### src/rtl/fetch_stage.sv
// Instruction fetch stage: drives the icache request and latches fetched words for decode.
// Output latch updates one cycle after ihit; a one-entry skid buffer absorbs a word fetched under stall.
module fetch_stage #(
   parameter logic [31:0] PC_INIT = 32'h00000000
) (
   input  logic        CLK,
   input  logic        nRST,
   input  logic        ihit,
   input  logic [31:0] imemload,
   output logic        iREN,
   output logic [31:0] imemaddr,
   input  logic        redirect,
   input  logic [2:0]  PCsrc,
   input  logic [31:0] br_target,
   input  logic [31:0] jr_target,
   input  logic [25:0] j_index,
   input  logic        stall,
   input  logic        halt,
   output logic [31:0] instr_out,
   output logic [31:0] pc_out,
   output logic [31:0] npc_out,
   output logic        valid_out
);

   typedef enum logic [1:0] {FETCH, HOLD, HALTED} state_t;

   state_t      r_state, w_state_nxt;
   logic [31:0] r_pc, w_pc_nxt;
   logic [31:0] r_instr, w_instr_nxt;
   logic [31:0] r_pc_q, w_pc_q_nxt;
   logic [31:0] r_npc_q, w_npc_q_nxt;
   logic        r_valid, w_valid_nxt;
   logic [31:0] r_skid_instr, w_skid_instr_nxt;
   logic [31:0] r_skid_pc, w_skid_pc_nxt;
   logic [31:0] w_pc_plus4;
   logic [31:0] w_redir_pc;

   assign w_pc_plus4 = r_pc + 32'd4;
   assign iREN       = (r_state == FETCH);
   assign imemaddr   = r_pc;
   assign instr_out  = r_instr;
   assign pc_out     = r_pc_q;
   assign npc_out    = r_npc_q;
   assign valid_out  = r_valid;

   // Jump region comes from the PC+4 of the instruction currently in decode.
   always_comb begin
      case (PCsrc)
         3'd1:    w_redir_pc = br_target;
         3'd2:    w_redir_pc = {r_npc_q[31:28], j_index, 2'b00};
         3'd3:    w_redir_pc = jr_target;
         default: w_redir_pc = w_pc_plus4;
      endcase
   end

   always_comb begin
      w_state_nxt      = r_state;
      w_pc_nxt         = r_pc;
      w_instr_nxt      = r_instr;
      w_pc_q_nxt       = r_pc_q;
      w_npc_q_nxt      = r_npc_q;
      w_valid_nxt      = r_valid;
      w_skid_instr_nxt = r_skid_instr;
      w_skid_pc_nxt    = r_skid_pc;
      case (r_state)
         FETCH, HOLD: begin
            if (halt) begin
               w_state_nxt = HALTED;
               w_valid_nxt = 1'b0;
            end else if (redirect) begin
               w_state_nxt = FETCH;
               w_pc_nxt    = w_redir_pc;
               w_valid_nxt = 1'b0;
            end else if (r_state == HOLD) begin
               if (!stall) begin
                  w_state_nxt = FETCH;
                  w_instr_nxt = r_skid_instr;
                  w_pc_q_nxt  = r_skid_pc;
                  w_npc_q_nxt = r_skid_pc + 32'd4;
                  w_valid_nxt = 1'b1;
               end
            end else if (ihit) begin
               w_pc_nxt = w_pc_plus4;
               if (stall) begin
                  w_state_nxt      = HOLD;
                  w_skid_instr_nxt = imemload;
                  w_skid_pc_nxt    = r_pc;
               end else begin
                  w_instr_nxt = imemload;
                  w_pc_q_nxt  = r_pc;
                  w_npc_q_nxt = w_pc_plus4;
                  w_valid_nxt = 1'b1;
               end
            end else if (!stall) begin
               w_valid_nxt = 1'b0;
            end
         end
         default: ;
      endcase
   end

   always_ff @(posedge CLK or negedge nRST) begin
      if (!nRST) begin
         r_state      <= FETCH;
         r_pc         <= PC_INIT;
         r_instr      <= 32'd0;
         r_pc_q       <= 32'd0;
         r_npc_q      <= 32'd0;
         r_valid      <= 1'b0;
         r_skid_instr <= 32'd0;
         r_skid_pc    <= 32'd0;
      end else begin
         r_state      <= w_state_nxt;
         r_pc         <= w_pc_nxt;
         r_instr      <= w_instr_nxt;
         r_pc_q       <= w_pc_q_nxt;
         r_npc_q      <= w_npc_q_nxt;
         r_valid      <= w_valid_nxt;
         r_skid_instr <= w_skid_instr_nxt;
         r_skid_pc    <= w_skid_pc_nxt;
      end
   end

endmodule
### config.mk
export PLATFORM = sky130hd
export DESIGN_NAME = fetch_stage
export DESIGN_NICKNAME = d
export VERILOG_FILES = /design/src/rtl/fetch_stage.sv
export SDC_FILE = /design/constraint.sdc
export NUM_CORES = 1
export LEC_CHECK = 0
export ABC_CLOCK_PERIOD_IN_PS = 5570
export CAP_MARGIN = 0
export CORE_ASPECT_RATIO = 1.1
export CORE_UTILIZATION = 49
export CTS_CLUSTER_DIAMETER = 40
export DETAILED_ROUTE_END_ITERATION = 10
export PLACE_DENSITY = 0.76
export SLEW_MARGIN = 40
export SYNTH_ARGS = -nofsm -noshare
export SYNTH_HDL_FRONTEND = slang
export SYNTH_SLANG_ARGS = --single-unit
### constraint.sdc
create_clock -name CLK -period 5.57 [get_ports CLK]
set_input_delay 0.8355 -clock CLK [delete_from_list [all_inputs] [get_ports CLK]]
set_output_delay 0.8355 -clock CLK [all_outputs]
set_load 0.02 [all_outputs]
Word-level counts from Yosys, hierarchy flattened
Index checks and enable logic that the tools add are counted.

Register bits: 195. Input port bits: 131. Output and inout bits: 130. Word-level logic and storage cells: 60.

Add/subtract/negate cells: 2. Equal/unequal tests: 7. Multiplexer cells: 28. Bitwise gates (word level): 4. Reduce and logical (&&, ||, !) cells: 11.

Operator list (number): $mux 32 (15); $pmux 32 s3 (1); $add 32x3->32 const B (2); $mux 2 (6); $reduce_and 4->1 (2); $reduce_bool 4->1 (2); $eq 3x2->1 const B (2); $mux 1 (6); $reduce_and 6->1 (1); $ne 5x3->1 const B (1); $reduce_and 5->1 (1); $ne 4x4->1 const B (1); $not 1->1 (4); $reduce_bool 2->1 (2); $eq 3x1->1 const B (1); $eq 2x1->1 const B (1); $logic_not 2->1 (1); $ne 2x2->1 const B (1); $reduce_and 2->1 (1); $reduce_or 2->1 (1).

Logic depth before layout (Yosys ltp)
Depth in word-level cells: 5. Depth in mapped cells: 8. Mapped depth without buffers: 6.

Worst setup path before layout
Ideal clock, no wire load.

Path type: input port to flip-flop. From: input port PCsrc[0]. To: register r_pc[29], in the netlist imemaddr[29]. Arrival: 2302 ps. Required time: 5446 ps. Slack: 3145 ps. Stages: 8. Cells stage by stage: clkbuf_1 -> buf_1 -> buf_2 -> mux2i_1 -> nand2_1 -> a21oi_1 -> a31oi_1 -> a2bb2oi_1.

Cells in the longest elaborated chain, start to end: 3. Elaborated cells between the ends (all ways): 5.

Ends and longest elaborated chain: start, declared (RTL line 13) `input logic [2:0] PCsrc,`; $eq 3x2->1 or $eq 3x1->1 (tied branches) (RTL line 48) `case (PCsrc)`; $pmux 32 s3 * (RTL line 48); $mux 32 * (RTL line 70) `end else if (redirect) begin`; end signal, assigned (RTL line 114) `r_pc <= w_pc_nxt;`; end, declared (RTL line 28) `logic [31:0] r_pc, w_pc_nxt;`.

Mark *: on every way between the ends. The rest lies on a longest branch, timed or not. A chain may end at the register's enable or synchronous reset.

Worst setup path after layout
From: register r_pc[2], in the netlist imemaddr[2]. To: register r_npc_q[24], in the netlist npc_out[24].

Cells in the longest elaborated chain, start to end: 4.

Ends and longest elaborated chain: $add 32x3->32 (RTL line 38) `assign w_pc_plus4 = r_pc + 32'd4;`; $mux 32 (RTL line 84) `if (stall) begin`; $mux 32 (RTL line 82) `end else if (ihit) begin`; $mux 32 (RTL line 74) `end else if (r_state == HOLD) begin`; end signal, assigned (RTL line 117) `r_npc_q <= w_npc_q_nxt;`; end, declared (RTL line 31) `logic [31:0] r_npc_q, w_npc_q_nxt;`.

Every way passes these cells. The select of a mux whose other input is x is not followed.

==> results.json <==
{
  "post_synth_and_or_nand_nor_area_fraction": 0.185,
  "routed_wire_length_per_instance_um": 19.1,
  "synth.net_count": 1264,
  "max-clock-path-buffers": 2,
  "routed_wl_mm": 30.4,
  "die_height_um": 154,
  "num_antenna_cells": 0,
  "cp-startpoint": "imemaddr[2]",
  "power_density_over_the_cells_nw_per_um2": 239,
  "final_layout_size_suffix_gt1_frac": 0.109,
  "max-vdd-ir-drop_mv": 0.204,
  "status": "complete, no violations",
  "initial_core_utilization": 0.502,
  "worst_path_dominant_cell_family": "simple AND/OR/NAND/NOR gates",
  "path_class_of_the_lowest_slack_min_delay_path": "in -> async",
  "max_slew_violation_count": 0,
  "reg_to_reg_setup_timing_slack_ns": 2.51,
  "grt_max_degree": 109,
  "timing.critical_path.slowest_stage_cell": "sky130_fd_sc_hd__nor3_1",
  "antenna_found_initial": 0,
  "drt_first_iter_violations": 866,
  "post-route-min-period_ns": 3.06,
  "post_synth_fa_ha_maj_area_fraction": 0.00242,
  "post-synth-top-count-cell": "sky130_fd_sc_hd__nand2_1",
  "die_w_um": 141,
  "cells_traversed_along_the_worst_timing_path": "ha_1, and4_1, nand3_1, nor3_1, xor2_1, a221o_1",
  "detail_route.drc_violations": 0,
  "grt_first_pass_wirelength_mm": 48.9,
  "routabilityCongestion": 0.928,
  "crit_buf_inv": 0,
  "startpoint_of_the_most_critical_register_to_register_path": "imemaddr[2]",
  "fp-row-count": 55,
  "nets": 1455,
  "synth_mux_area_frac": 0.107,
  "synth.area.top_cells": "sky130_fd_sc_hd__dfrtp_1 (47%), sky130_fd_sc_hd__mux2_2 (8.5%), sky130_fd_sc_hd__nand2_1 (7.1%), sky130_fd_sc_hd__a31oi_1 (4.0%), sky130_fd_sc_hd__nor2_1 (3.8%)",
  "syn2layout_area_growth_pct": 31.9,
  "fin_crit_sh": 0.549,
  "worst_stage_delay_on_the_critical_path_ns": 0.76,
  "timing.setup.critical_path_class": "reg -> reg",
  "placement.setup.worst_slack_ns": 1.87,
  "synth_top_flop_cell": "sky130_fd_sc_hd__dfrtp_1",
  "place_hpwl_mm": 21.5,
  "cts_htree_levels": 4,
  "timing.critical_path.from_type": "register",
  "rsz0062_at_grt": "no",
  "vias_in_the_first_global_route": 9076,
  "leakagePower_nw": 5.73,
  "grt_overflow": 0,
  "groute.usage.overall": 0.287,
  "netlist_area_um2": 10400,
  "finalSetupTns_ns": 0,
  "fmaxAchievable_mhz": 327,
  "number_of_buffers_inserted_during_clock_tree_synthesis": 17,
  "cell_accounting_for_the_most_synthesized_area": "sky130_fd_sc_hd__dfrtp_1",
  "setup-violations-final": 0,
  "cts_resized": 0,
  "via_count": 9380,
  "netlist.area_leader.share": 0.466,
  "tritoncts": "yes",
  "synth_xor_xnor_area_share": 0.0381,
  "number_of_nets_still_failing_antenna_checks_after_routing": 0,
  "worst-path-max-fanout": 11,
  "drv.max_cap_violation_count": 0,
  "sequential_share_of_the_synthesized_area": 0.466,
  "clock-sinks": 193,
  "clkLatencyLatePin_ns": 0.44,
  "root_buf_cell": "sky130_fd_sc_hd__clkbuf_16",
  "worst_slew_margin_rel": 0.461,
  "synthDistinctLibCells": 63,
  "core_ar_um2": 20600,
  "yosys-top-cells-count": "sky130_fd_sc_hd__nand2_1 (196), sky130_fd_sc_hd__dfrtp_1 (193), sky130_fd_sc_hd__nor2_1 (106)",
  "final_hold_viol_count": 0,
  "asyncSetResetFlopFracSynth": 1.00,
  "die-area_um2": 21700,
  "detail_route.vias_per_cell": 5.90,
  "setup_ws_ns": 2.51,
  "clkTransAtPathRegs_ns": 0.07,
  "postSynthCellCount": 1131,
  "holdBufCountCts": 0,
  "synth_compound_gate_area_share": 0.156,
  "cp-end-kind": "register",
  "post-layout-total-power_w": 0.00327,
  "worst-slew-pin-transition_ns": 0.806,
  "main_combinational_cell_family_by_area_after_synthesis": "simple AND/OR/NAND/NOR gates",
  "cp_data_required_time_ns": 5.89,
  "synth-edff-count": 0,
  "ios": 261,
  "syn_avg_cell_area_um2": 9.15,
  "cts.repair_timing.setup_buffer_count": 0,
  "number_of_warnings_issued_by_yosys": 0,
  "buffer_ports.inserted": 260,
  "worst_clock_skew_ns": 0.0119,
  "yosys_register_bits": 193,
  "dr.pass1.iters": 5,
  "worst-endpoint-arrival_ns": 3.38
}
[routing by layer]
| layer | share of wire | wire [µm] | GRT usage | vias up |
|---|---|---|---|---|
| met1 | 0.42 | 12700 | 0.373 | 4493 |
| met5 | 0 | 0 | 0 | - |
| met3 | 0.078 | 2370 | 0.0591 | 54 |
| li1 | - | - | - | 4409 |
| met2 | 0.48 | 14500 | 0.478 | 424 |
| met4 | 0.026 | 787 | 0.0994 | 0 |
[cell families after synthesis]
group,count (synthesis)
flops,193
buf+inv,115
fa+ha+maj,2
xor+xnor,45
simple gates,424
compound gates,251
mux,101
[registers in the layout, indices dropped and copies added (netlist names)]
| signal | cells |
|---|---|
| r_skid_pc | 32 |
| npc_out | 30 |
| imemaddr | 32 |
| r_skid_instr | 32 |
| instr_out | 32 |
| pc_out | 32 |
| r_state | 2 |
| valid_out | 1 |
[path summary, 6_finish.rpt]
kind | endpoint | depth (start not counted)
min in group CLK | pc_out[27] | 2
worst min register to register | pc_out[27] | 2
max in group asynchronous | imemaddr[3] | 3
worst max register to register | npc_out[24] | 6
worst min-delay path | instr_out[5] | 1
worst max-delay path | npc_out[24] | 6
[cells in the final DEF, fill, tap and decap left out, types with 14 or more instances in the layout]
cell,netlist,routed
sky130_fd_sc_hd__a21oi_1,52,52
sky130_fd_sc_hd__a31oi_1,66,66
sky130_fd_sc_hd__clkbuf_16,0,17
sky130_fd_sc_hd__clkdlybuf4s50_1,0,258
sky130_fd_sc_hd__dfrtp_1,193,193
sky130_fd_sc_hd__mux2_2,78,78
sky130_fd_sc_hd__mux2i_1,23,23
sky130_fd_sc_hd__nand2_1,196,196
sky130_fd_sc_hd__nand3_1,26,26
sky130_fd_sc_hd__nand4_1,18,18
sky130_fd_sc_hd__nor2_1,106,105
sky130_fd_sc_hd__nor3_1,15,14
sky130_fd_sc_hd__nor4_1,15,14
sky130_fd_sc_hd__o21ai_0,49,49
sky130_fd_sc_hd__xnor2_1,27,27
sky130_fd_sc_hd__xor2_1,18,18
[where the power goes]
| part | internal, W | switching, W |
|---|---|---|
| Sequential | 0.00147 | 0.000103 |
| Clock | 0.000588 | 0.000575 |
| Combinational | 0.000275 | 0.000256 |
[worst register-to-register path, stage by stage, from the launching register on]
cell and delay [ns]:
sky130_fd_sc_hd__dfrtp_1 0.61, sky130_fd_sc_hd__ha_1 0.35, sky130_fd_sc_hd__and4_1 0.38, sky130_fd_sc_hd__nand3_1 0.37, sky130_fd_sc_hd__nor3_1 0.76, sky130_fd_sc_hd__xor2_1 0.13, sky130_fd_sc_hd__a221o_1 0.35
[final cells by class]
| type | count | area [µm²] |
|---|---|---|
| fill | 1703 | 6990 |
| multi-input combinational | 823 | 5120 |
| sequential | 193 | 4830 |
| timing repair buffer | 277 | 2800 |
| clock buffer | 18 | 429 |
| tap | 256 | 320 |
| clock inverter | 13 | 125 |
| inverter | 10 | 37.5 |
[per-stage QoR]
step	utilization	cells	area, µm²	hold slack (ns)
final	0.661	1590	13700	0.239
after global routing	0.661	1590	13700	0.245
after CTS	0.657	1586	13600	0.485
after detailed placement	0.630	1555	13000	0.469
after global placement	0.630	1555	13000	0.466
after floorplan	-	1131	10400	0.479
Power figures use the tool's default switching activity.
